$ cat config.mk
export PLATFORM = sky130hd
export DESIGN_NAME = leitor_matriculas
export DESIGN_NICKNAME = d
export VERILOG_FILES = /design/src/rtl/leitor_matriculas.sv
export SDC_FILE = /design/constraint.sdc
export NUM_CORES = 1
export LEC_CHECK = 0
export ABC_AREA = 1
export BUFFER_PORTS_ARGS = -buffer_cell sky130_fd_sc_hd__buf_4
export CAP_MARGIN = 30
export CORE_AREA = 2 2 100 102
export DETAILED_ROUTE_END_ITERATION = 10
export DIE_AREA = 0 0 102 104
export PLACE_DENSITY_LB_ADDON = 0.05
export SYNTH_ARGS = -nofsm -noshare
export SYNTH_HDL_FRONTEND = slang
export SYNTH_SLANG_ARGS = --single-unit
export TNS_END_PERCENT = 1
$ cat constraint.sdc
create_clock -name CLK -period 5.06 [get_ports CLK]
set_clock_uncertainty 0.1 [all_clocks]
set_input_delay 1.012 -clock CLK [delete_from_list [all_inputs] [get_ports CLK]]
set_output_delay 1.012 -clock CLK [all_outputs]
set_load 0.01 [all_outputs]
$ cat src/rtl/leitor_matriculas.sv
// Plate assembler: builds N_CHARS-char plates from a strobed char stream.
// Optional LEITOR_DUP_FILTER_EN suppresses a plate equal to the last emitted.
module leitor_matriculas #(
  parameter int N_CHARS = 6,
  parameter int CHAR_W  = 4,
  parameter int TIMEOUT = 1000,
  parameter int CNT_W   = 10
) (
  input  logic                        CLK,
  input  logic                        RST,
  input  logic [CHAR_W-1:0]           CharIn,
  input  logic                        CharVal,
  input  logic                        CharSof,
  output logic [N_CHARS*CHAR_W-1:0]   Matricula,
  output logic                        MatrVal,
  output logic                        Erro,
  output logic [1:0]                  ErroCod,
  output logic                        Ocupado
);

  localparam int PW = N_CHARS * CHAR_W;
  localparam int SW = PW - CHAR_W;
  localparam int IW = (N_CHARS > 1) ? $clog2(N_CHARS) : 1;
  localparam logic [IW-1:0]    LAST_IDX = IW'(N_CHARS - 1);
  localparam logic [CNT_W-1:0] CNT_MAX  = CNT_W'(TIMEOUT - 1);

  typedef enum logic [1:0] {
    IDLE,
    RECEBE,
    DESCARTA
  } state_t;

  state_t            state_q;
  logic [IW-1:0]     idx_q;
  logic [CNT_W-1:0]  cnt_q;
  logic [SW-1:0]     sr_q;
  logic              char_ok;
  logic [PW-1:0]     plate_d;
  logic              dup;

  assign char_ok = (CharIn != {CHAR_W{1'b1}});
  assign plate_d = {sr_q, CharIn};

`ifdef LEITOR_DUP_FILTER_EN
  logic [PW-1:0] last_q;
  assign dup = (plate_d == last_q);
`else
  assign dup = 1'b0;
`endif

  always_ff @(posedge CLK) begin
    if (RST) begin
      state_q   <= IDLE;
      idx_q     <= '0;
      cnt_q     <= '0;
      sr_q      <= '0;
      Matricula <= '0;
      MatrVal   <= 1'b0;
      Erro      <= 1'b0;
      ErroCod   <= 2'b00;
      Ocupado   <= 1'b0;
`ifdef LEITOR_DUP_FILTER_EN
      last_q    <= '0;
`endif
    end else begin
      MatrVal <= 1'b0;
      Erro    <= 1'b0;
      unique case (state_q)
        IDLE, DESCARTA: begin
          if (CharVal && CharSof && char_ok) begin
            sr_q    <= SW'(CharIn);
            idx_q   <= IW'(1);
            cnt_q   <= '0;
            state_q <= RECEBE;
            Ocupado <= 1'b1;
          end else if (CharVal && CharSof && state_q == IDLE) begin
            Erro    <= 1'b1;
            ErroCod <= 2'b01;
            state_q <= DESCARTA;
          end
        end
        RECEBE: begin
          if (!CharVal) begin
            if (cnt_q == CNT_MAX) begin
              Erro    <= 1'b1;
              ErroCod <= 2'b10;
              idx_q   <= '0;
              cnt_q   <= '0;
              state_q <= IDLE;
              Ocupado <= 1'b0;
            end else begin
              cnt_q <= cnt_q + CNT_W'(1);
            end
          end else if (!char_ok) begin
            Erro    <= 1'b1;
            ErroCod <= 2'b01;
            idx_q   <= '0;
            cnt_q   <= '0;
            state_q <= DESCARTA;
            Ocupado <= 1'b0;
          end else if (CharSof) begin
            // Resync: the partial plate is dropped, this char restarts it
            Erro    <= 1'b1;
            ErroCod <= 2'b11;
            sr_q    <= SW'(CharIn);
            idx_q   <= IW'(1);
            cnt_q   <= '0;
          end else if (idx_q == LAST_IDX) begin
            idx_q   <= '0;
            cnt_q   <= '0;
            state_q <= IDLE;
            Ocupado <= 1'b0;
            if (!dup) begin
              Matricula <= plate_d;
              MatrVal   <= 1'b1;
`ifdef LEITOR_DUP_FILTER_EN
              last_q    <= plate_d;
`endif
            end
          end else begin
            sr_q  <= plate_d[SW-1:0];
            idx_q <= idx_q + IW'(1);
            cnt_q <= '0;
          end
        end
        default: begin
          state_q <= IDLE;
          Ocupado <= 1'b0;
        end
      endcase
    end
  end

endmodule

==> flow_summary.ini, run 1 <==
[status]
outcome = finished clean

[clock_network]
postCtsHoldBufs = 0
cts_resized = 0
numClockSinks = 64
cts_tree = yes
cts_root_buf = clkbuf_8
clk_path_buf_depth = 2
clkLatencyLatePin_ns = 0.34
clkTransAtPathRegs_ns = 0.08
postCtsSetupRepairBufs = 0
cts_max_level = 3
numCtsBuffers = 9

[setup_path]
start_kind = primary input
cpPeakStageDelay_ns = 0.67
critPathKind = in -> reg
cp.arrival_ns = 2.66
critPathSlowestCell = nor2_4
endpoint_kind = flop
r2r_slack_ns = 2.83
cpMostUsedCell = nor2_1
worstPathRequired_ns = 5.20
path_max_fanout = 42
crit_chain = buf_4, nand2_1, o21ai_2, nor2_4, inv_1, nor2_1, nor2_1
r2r.worst_path.cells = 7

[place]
portBuffers = 36
dpl.hpwl_um = 4210
gp_congestion = 0.746
placed_cells = 550
post-place-ws_ns = 2.16
dpl_cell_area_mm2 = 0.00315

[die]
die_x_um = 102
io_pins = 37
dieArea_mm2 = 0.0106
initial_core_util_pct = 29.2
core_mm2 = 0.00955
die_h_um = 104
rows = 36

[synth]
avgSynthCellArea_um2 = 7.06
ys_types = 26
synth_warnings = 0
synth_area_mm2 = 0.00279
syn_inst = 395
ys_seq_elements = 64
syn-num-nets = 404
ys_seq_area_share_pct = 46.0

[pwr]
powerDensity_mw_per_mm2 = 365
vdd_drop_max_mv = 0.134
leakagePower_nw = 1.55

[routing]
wl_per_cell_um = 11.1
firstDrtPassIters = 4
initialDrtViolationCount = 51
drt_drc_violations_left = 0
avgViaCountPerCell = 4.30
wl_um = 6310
vias = 2435
antenna_left = 0

[cells_and_area]
fin_nets = 437
final-instance-count-excl-fill = 566
drive_gt1_share_pct = 16.2
final_core_util_pct = 35.5
diodes = 0
synthToLayoutAreaGrowth_pct = 21.6
design_area_mm2 = 0.00339

[global_routing]
antenna_found_initial = 0
grt_pass1_vias = 2323
track_usage_pct = 13.2
grt-ovfl-total = 0
grt_pass1_wl_um = 11000
grt_max_degree = 44

[sta]
tns_ns = 0
rsz0062_at_grt = false
layout_min_cycle_time_ns = 2.53
fin_crit_sh_pct = 49.9
timing.final.ws_setup_ns = 2.53
worstMarginPinSlew_ns = 0.835
fmax_mhz = 396
drv_slew = 0
hold_violations = 0
slew_headroom_pct = 44.2
final-setup-viol-count = 0

[hold_path]
hold_path.class = reg -> reg
timing.hold.worst_path_depth = 2

[flow_run]
maxCapViolCount = 0
==> synth_stat cells (all sizes together) <==
cell type / count / area, um^2
nor2: 93 / 379
nand2: 91 / 388
dfxtp: 64 / 1280
inv: 40 / 150
a21oi: 36 / 180
o21ai: 29 / 149
nand3: 12 / 72.6
buf: 9 / 62.6
clkbuf: 6 / 22.5
nand4: 5 / 31.3
nor3: 4 / 20.0
nand3b: 2 / 15.0
a211oi: 1 / 7.51
a22oi: 1 / 7.51
a31o: 1 / 8.76
ha: 1 / 12.5
==> placed cells by master, fill, tap and decap left out, types with 2 or more instances in the layout <==
master | synthesis | layout
nor2_1 | 89 | 89
nand2_1 | 82 | 82
dfxtp_1 | 64 | 64
inv_1 | 39 | 39
buf_4 | 2 | 37
a21oi_1 | 36 | 36
o21ai_0 | 18 | 18
nand3_1 | 11 | 11
o21ai_1 | 10 | 10
clkbuf_8 | 0 | 9
nand2_2 | 6 | 6
nand4_1 | 5 | 5
nor2_4 | 4 | 4
nor3_1 | 4 | 4
bufinv_16 | 0 | 3
nand2_4 | 2 | 2
nand3b_1 | 2 | 2
clkinv_4 | 0 | 2
==> logic make-up (layout without fill, tap and decap cells) <==
family / count (synthesis) / count (layout) / synth area share, %
DFF: 64 / 64 / 46.0
adders and majority gates: 1 / 1 / 0.449
and+or+nand+nor: 207 / 207 / 32.5
buffers and inverters: 55 / 93 / 8.44
AOI/OAI and AO/OA: 68 / 68 / 12.7
==> worst paths after layout <==
| kind | startpoint | endpoint |
|---|---|---|
| max | CharIn[2] | Matricula[20]$_SDFFE_PP0P_ |
| max reg2reg | state_q[0]$_SDFFE_PP0P_ | Matricula[20]$_SDFFE_PP0P_ |
| min | sr_q[18]$_SDFFE_PP0P_ | Matricula[22]$_SDFFE_PP0P_ |
| min reg2reg | sr_q[18]$_SDFFE_PP0P_ | Matricula[22]$_SDFFE_PP0P_ |
==> registers in the layout, summed over array words and instances (netlist names) <==
signal and flops:
Matricula 24, sr_q 20, cnt_q 10, idx_q 3
ErroCod 2, state_q 2, Erro 1, MatrVal 1
Ocupado 1
==> cell type report <==
type | instances | area [um^2]
fill | 1061 | 6160
sequential | 64 | 1280
multi-input combinational | 276 | 1270
timing repair buffer | 37 | 278
tap | 133 | 166
inverter | 40 | 150
clock buffer | 9 | 124
clock inverter | 7 | 120
==> per-stage QoR <==
stage	hold WS, ns	total power [W]
6_report	0.362	0.00124
5_1_grt	0.390	0.00132
4_1_cts	0.366	0.00126
3_5_place_dp	0.352	0.000711
3_3_place_gp	0.349	0.000711
2_1_floorplan	0.330	0.000676
==> per-layer routing <==
metal	global-route usage [%]	share of wire [%]	vias up	routed length [um]
li1	-	-	1315	-
met1	17.1	49	1081	3090
met2	20.3	46	30	2890
met3	3.43	3.3	9	211
met4	6.19	1.8	0	114
met5	0	0	-	0
==> worst max-delay path: cells and delay by family <==
kind / cells / cell delay [ns]
AOI/OAI and AO/OA: 1 / 0.12
buffers and inverters: 2 / 0.45
and+or+nand+nor: 4 / 1.09
==> power breakdown <==
group	leakage, nW	internal [W]	switching (W)
logic	0.909	0.0000478	0.000108
registers	0.520	0.000529	0.00000981
clock network	0.119	0.000328	0.000214
total	1.55	0.000905	0.000332
Power figures use the tool's default switching activity.
==> run 2: changes to the inputs <==
clock period = 2.4 ns   (was 5.06 ns; I/O delays follow)
==> run 2 against run 1 <==
- combinational power is 110% higher
- highest routed layer unchanged
- setup slack worse by 2.0 ns
- register-to-register slack worse by 2.3 ns
- total power is 94% higher
- non-clock buffer count is 3 higher
- critical endpoint is now state_q[1]$_SDFFE_PP0P_
- die area stayed put
- routed wire length is 2.3% higher
- sequential power is 110% higher
- global-route usage is 0.077 points lower
- clock power is 73% higher
- critical path type is now reg -> reg
- critical path depth is 3 higher
==> flow_summary.ini, run 2 (synthesis results as in run 1) <==
[sta]
drv_slew = 0
slew_headroom_pct = 67.6
rsz0062_at_grt = false
layout_min_cycle_time_ns = 1.87
hold_violations = 0
fin_crit_sh_pct = 78.1
tns_ns = 0
final-setup-viol-count = 0
fmax_mhz = 534
worstMarginPinSlew_ns = 0.485

[setup_path]
critPathSlowestCell = dfxtp_1
endpoint_kind = flop
path_max_fanout = 5
crit_path_start = cnt_q[0]$_SDFFE_PP0P_
r2r.worst_path.cells = 10
cpMostUsedCell = nand2_1
reg2reg_from = cnt_q[0]$_SDFFE_PP0P_
worstPathRequired_ns = 2.54
r2r_slack_ns = 0.53
worst-path-buf-inv = 0
cpPeakStageDelay_ns = 0.38
start_kind = flop
critPathKind = reg -> reg
r2r-end = state_q[1]$_SDFFE_PP0P_
crit_chain = ha_1, nand2_1, nor2_1, nand3_1, nand2_1, nand2_1, nor2_1, nand2_1, nand2_1, nor2_1
cp_top_family = simple AND/OR/NAND/NOR gates
cp.arrival_ns = 2.01

[hold_path]
hold_path.class = in -> reg
timing.hold.worst_path_depth = 3
min_to = Matricula[3]$_SDFFE_PP0P_
holdCritStartpoint = CharIn[3]

[routing]
met2_length_um = 2980
drt_drc_violations_left = 0
initialDrtViolationCount = 73
avgViaCountPerCell = 4.31
wl_met3_um = 264
wl_um = 6460
wl_per_cell_um = 11.3
wl_met1_um = 3180
vias = 2453
top_layer = met4
firstDrtPassIters = 4
antenna_left = 0

[global_routing]
grt_pass1_wl_um = 11100
antenna_found_initial = 0
grt_pass1_vias = 2299
grt_max_degree = 38
track_usage_pct = 13.2
grt-ovfl-total = 0

[status]
outcome = finished clean

[cells_and_area]
final_cell_mix = nor2_1, nand2_1, dfxtp_1, buf_4, inv_1
final-instance-count-excl-fill = 569
final_common_cell = nor2_1
regMostFlops = Matricula
top_regs = Matricula (24), sr_q (20), cnt_q (10)
synthToLayoutAreaGrowth_pct = 20.8
fin_nets = 440
largest_reg_flops = 24
drive_gt1_share_pct = 16.5
diodes = 0
fillers = 1049

[die]
die_h_um = 104
core_mm2 = 0.00955
initial_core_util_pct = 29.2
dieArea_mm2 = 0.0106
die_x_um = 102
rows = 36
io_pins = 37

[clock_network]
numCtsBuffers = 9
clk_path_buf_depth = 2
cts_root_buf = clkbuf_8
postCtsSetupRepairBufs = 0
cts_tree = yes
postCtsHoldBufs = 0
cts_max_level = 3
clkTransAtPathRegs_ns = 0.08
clkLatencyLatePin_ns = 0.34
cts_resized = 0
numClockSinks = 64

[place]
gp_congestion = 0.736
portBuffers = 36
dpl.hpwl_um = 4460
placed_cells = 553

[pwr]
power_w = 0.00240
vdd_drop_max_mv = 0.320
leakagePower_nw = 1.54
powerDensity_mw_per_mm2 = 714

[flow_run]
maxCapViolCount = 0
run 2: cell count changes in the layout (fill, tap and decap cells not counted):
| cell | change |
|---|---|
| buf_4 | +3 |
| bufinv_16 | -2 |
| clkbuf_1 | +1 |
| clkbuf_8 | +1 |
| clkinv_2 | +1 |
| clkinv_4 | -1 |
run 2: layer usage:
| metal | global-route usage [%] | vias to the layer above |
|---|---|---|
| met5 | 0 | - |
| met4 | 3.14 | 0 |
| met3 | 4.77 | 2 |
| met2 | 20.3 | 43 |
| met1 | 17.5 | 1091 |
| li1 | - | 1317 |
run 2: final cells by class:
cell class / count / area, um^2 / area share [%]
flip-flops and latches: 64 / 1280 / 38.1
inverters: 40 / 150 / 4.46
clock inverters: 5 / 56.3 / 1.67
multi-input cells: 276 / 1270 / 37.8
clock buffers: 11 / 141 / 4.20
well taps: 133 / 166 / 4.94
repair buffers: 40 / 300 / 8.92
run 2: worst max path at each step:
stage	end	depth (start not counted)	slack [ns]
after floorplan	state_q[1]$_SDFFE_PP0P_	10	0.82
after global placement	sr_q[18]$_SDFFE_PP0P_	9	0.35
after detailed placement	sr_q[18]$_SDFFE_PP0P_	9	0.33
after CTS	state_q[1]$_SDFFE_PP0P_	10	0.49
after global routing	state_q[1]$_SDFFE_PP0P_	10	0.31
final	state_q[1]$_SDFFE_PP0P_	10	0.53
run 2: power breakdown:
group	total (W)	leakage, nW	internal (W)	switching (W)
registers	0.00114	0.520	0.00112	0.0000206
logic	0.000331	0.925	0.000102	0.000230
clock network	0.000936	0.0993	0.000507	0.000429
total	0.00240	1.54	0.00173	0.000679
run 2: worst reg2reg max path, stage by stage (launching register included):
cell	delay (ns)
dfxtp_1	0.38
ha_1	0.23
nand2_1	0.12
nor2_1	0.13
nand3_1	0.13
nand2_1	0.21
nand2_1	0.10
nor2_1	0.22
nand2_1	0.07
nand2_1	0.06
nor2_1	0.04
run 2: through the flow:
step	worst slack (ns)	area (um^2)	utilization (%)	hold slack [ns]
floorplan	0.817	2790	-	0.330
global placement	0.346	3170	33.2	0.352
detailed placement	0.332	3170	33.2	0.344
CTS	0.494	3370	35.3	0.256
global route	0.309	3370	35.3	0.263
finish	0.527	3370	35.3	0.278
==> run 3: changes to the inputs <==
clock period = 1.8 ns   (was 2.4 ns; I/O delays follow)
==> run 3 against run 2 <==
- clock-buffer cell count down 1
- sequential power increased by 33%
- final cell count up 1.4%
- sequential share of layout area is 1.3 points lower
- first-iteration DRC count is 5.5% lower
- die area is the same
- critical path type unchanged
- largest cell class is now multi-input gates
- highest routed layer unchanged
==> flow_summary.ini, run 3 (synthesis results as in run 1) <==
[routing]
wl_um = 6570
firstDrtPassIters = 4
vias = 2532
avgViaCountPerCell = 4.39
initialDrtViolationCount = 69
wl_per_cell_um = 11.4
antenna_left = 0
drt_drc_violations_left = 0

[place]
placed_cells = 558
post-place-ws_ns = -0.00252
dpl.hpwl_um = 4500
dpl_cell_area_mm2 = 0.00324
gp_congestion = 0.718
portBuffers = 36

[die]
die_x_um = 102
io_pins = 37
initial_core_util_pct = 29.2
rows = 36
die_h_um = 104
dieArea_mm2 = 0.0106
core_mm2 = 0.00955

[pwr]
power_w = 0.00328
vdd_drop_max_mv = 0.446
powerDensity_mw_per_mm2 = 941
leakagePower_nw = 1.59

[clock_network]
clkTransAtPathRegs_ns = 0.08
numCtsBuffers = 9
cts_max_level = 3
cts_tree = yes
clk_path_buf_depth = 2
cts_root_buf = clkbuf_8
clkLatencyLatePin_ns = 0.34
postCtsHoldBufs = 0
numClockSinks = 64

[cells_and_area]
final_common_cell = nor2_1
regMostFlops = Matricula
largest_reg_flops = 24
final_cell_mix = nor2_1, nand2_1, dfxtp_1, buf_4, inv_1
top_regs = Matricula (24), sr_q (20), cnt_q (10)
final-instance-count-excl-fill = 577
diodes = 0
design_area_mm2 = 0.00349
drive_gt1_share_pct = 19.4
fin_nets = 448
synthToLayoutAreaGrowth_pct = 25.2

[sta]
worstMarginPinSlew_ns = 0.356
hold_violations = 0
slew_headroom_pct = 76.0
rsz0062_at_grt = true
final-setup-viol-count = 0
tns_ns = 0
layout_min_cycle_time_ns = 1.66
timing.final.ws_setup_ns = 0.141
drv_slew = 0
fin_crit_sh_pct = 92.1
fmax_mhz = 603

[global_routing]
grt_pass1_vias = 2425
track_usage_pct = 13.6
grt_pass1_wl_um = 11400
grt-ovfl-total = 0
use_met3_pct = 4.37
grt_max_degree = 37
grt_busiest_layer = met2
antenna_found_initial = 0
grt_util_met1_pct = 16.9
grt_use_met2_pct = 22.3

[setup_path]
cpPeakStageDelay_ns = 0.37
worst-path-buf-inv = 1
path_max_fanout = 5
endpoint_kind = flop
worstPathRequired_ns = 1.94
crit_chain = ha_2, nand2_1, nor2_1, nand3_2, nand2_4, nand2_2, nand2_2, inv_2, nand2_1, nor2_1
r2r_slack_ns = 0.14
start_kind = flop
cp_top_family = simple AND/OR/NAND/NOR gates
critPathSlowestCell = dfxtp_1
critPathKind = reg -> reg
cp.arrival_ns = 1.80

[status]
outcome = finished clean

[flow_run]
maxCapViolCount = 0

[hold_path]
hold_path.class = in -> reg
-- run 3: cell count changes in the layout (fill, tap and decap cells not counted), sizes merged --
cell	previous run	this run
buf	40	48
clkbuf	11	10
clkinv	3	2
clkinvlp	1	2
inv	40	41
-- run 3: power by group --
group | total [W] | leakage, nW | switching (W) | internal (W)
logic | 0.000488 | 0.969 | 0.000318 | 0.000170
clock network | 0.00128 | 0.0989 | 0.000598 | 0.000682
registers | 0.00152 | 0.520 | 0.0000275 | 0.00149
-- run 3: tightest hold or removal path: cells and delay by family --
| family | cells | cell delay (ns) |
|---|---|---|
| buf+inv | 1 | 0.09 |
| simple gates | 2 | 0.12 |
-- run 3: path summary, 6_finish.rpt --
| kind | startpoint | endpoint | cells past startpoint |
|---|---|---|---|
| setup reg to reg | cnt_q[1]$_SDFFE_PP0P_ | cnt_q[5]$_SDFFE_PP0P_ | 10 |
| hold / removal | CharIn[3] | Matricula[3]$_SDFFE_PP0P_ | 3 |
| hold reg to reg | sr_q[19]$_SDFFE_PP0P_ | Matricula[23]$_SDFFE_PP0P_ | 2 |
| setup / recovery | cnt_q[1]$_SDFFE_PP0P_ | cnt_q[5]$_SDFFE_PP0P_ | 10 |
-- run 3: area by class of cell --
class                      count  area, um^2
timing repair buffer          48         398
clock buffer                  10         138
sequential                    64        1280
tap                          133         166
fill                        1068        6060
inverter                      40         150
clock inverter                 6        67.6
multi-input combinational    276        1290
-- run 3: what timing repair did --
| item | CTS | global route |
|---|---|---|
| endpoints found under the setup margin | 1 | 13 |
| resized for setup | 1 | 5 |
| pin swaps | 0 | 2 |
| setup buffers | 0 | 3 |
-- run 3: per-stage QoR --
step | util, % | hold slack [ns]
final | 36.6 | 0.156
after floorplan | - | 0.330
after global routing | 36.6 | 0.150
after detailed placement | 34.0 | 0.354
after CTS | 36.2 | 0.140
after global placement | 34.0 | 0.347
-- run 3: metal layers --
metal	wire, um	part of all wire, %
met1	3080	47
met2	3130	48
met3	285	4.3
met4	79	1.2
met5	0	0
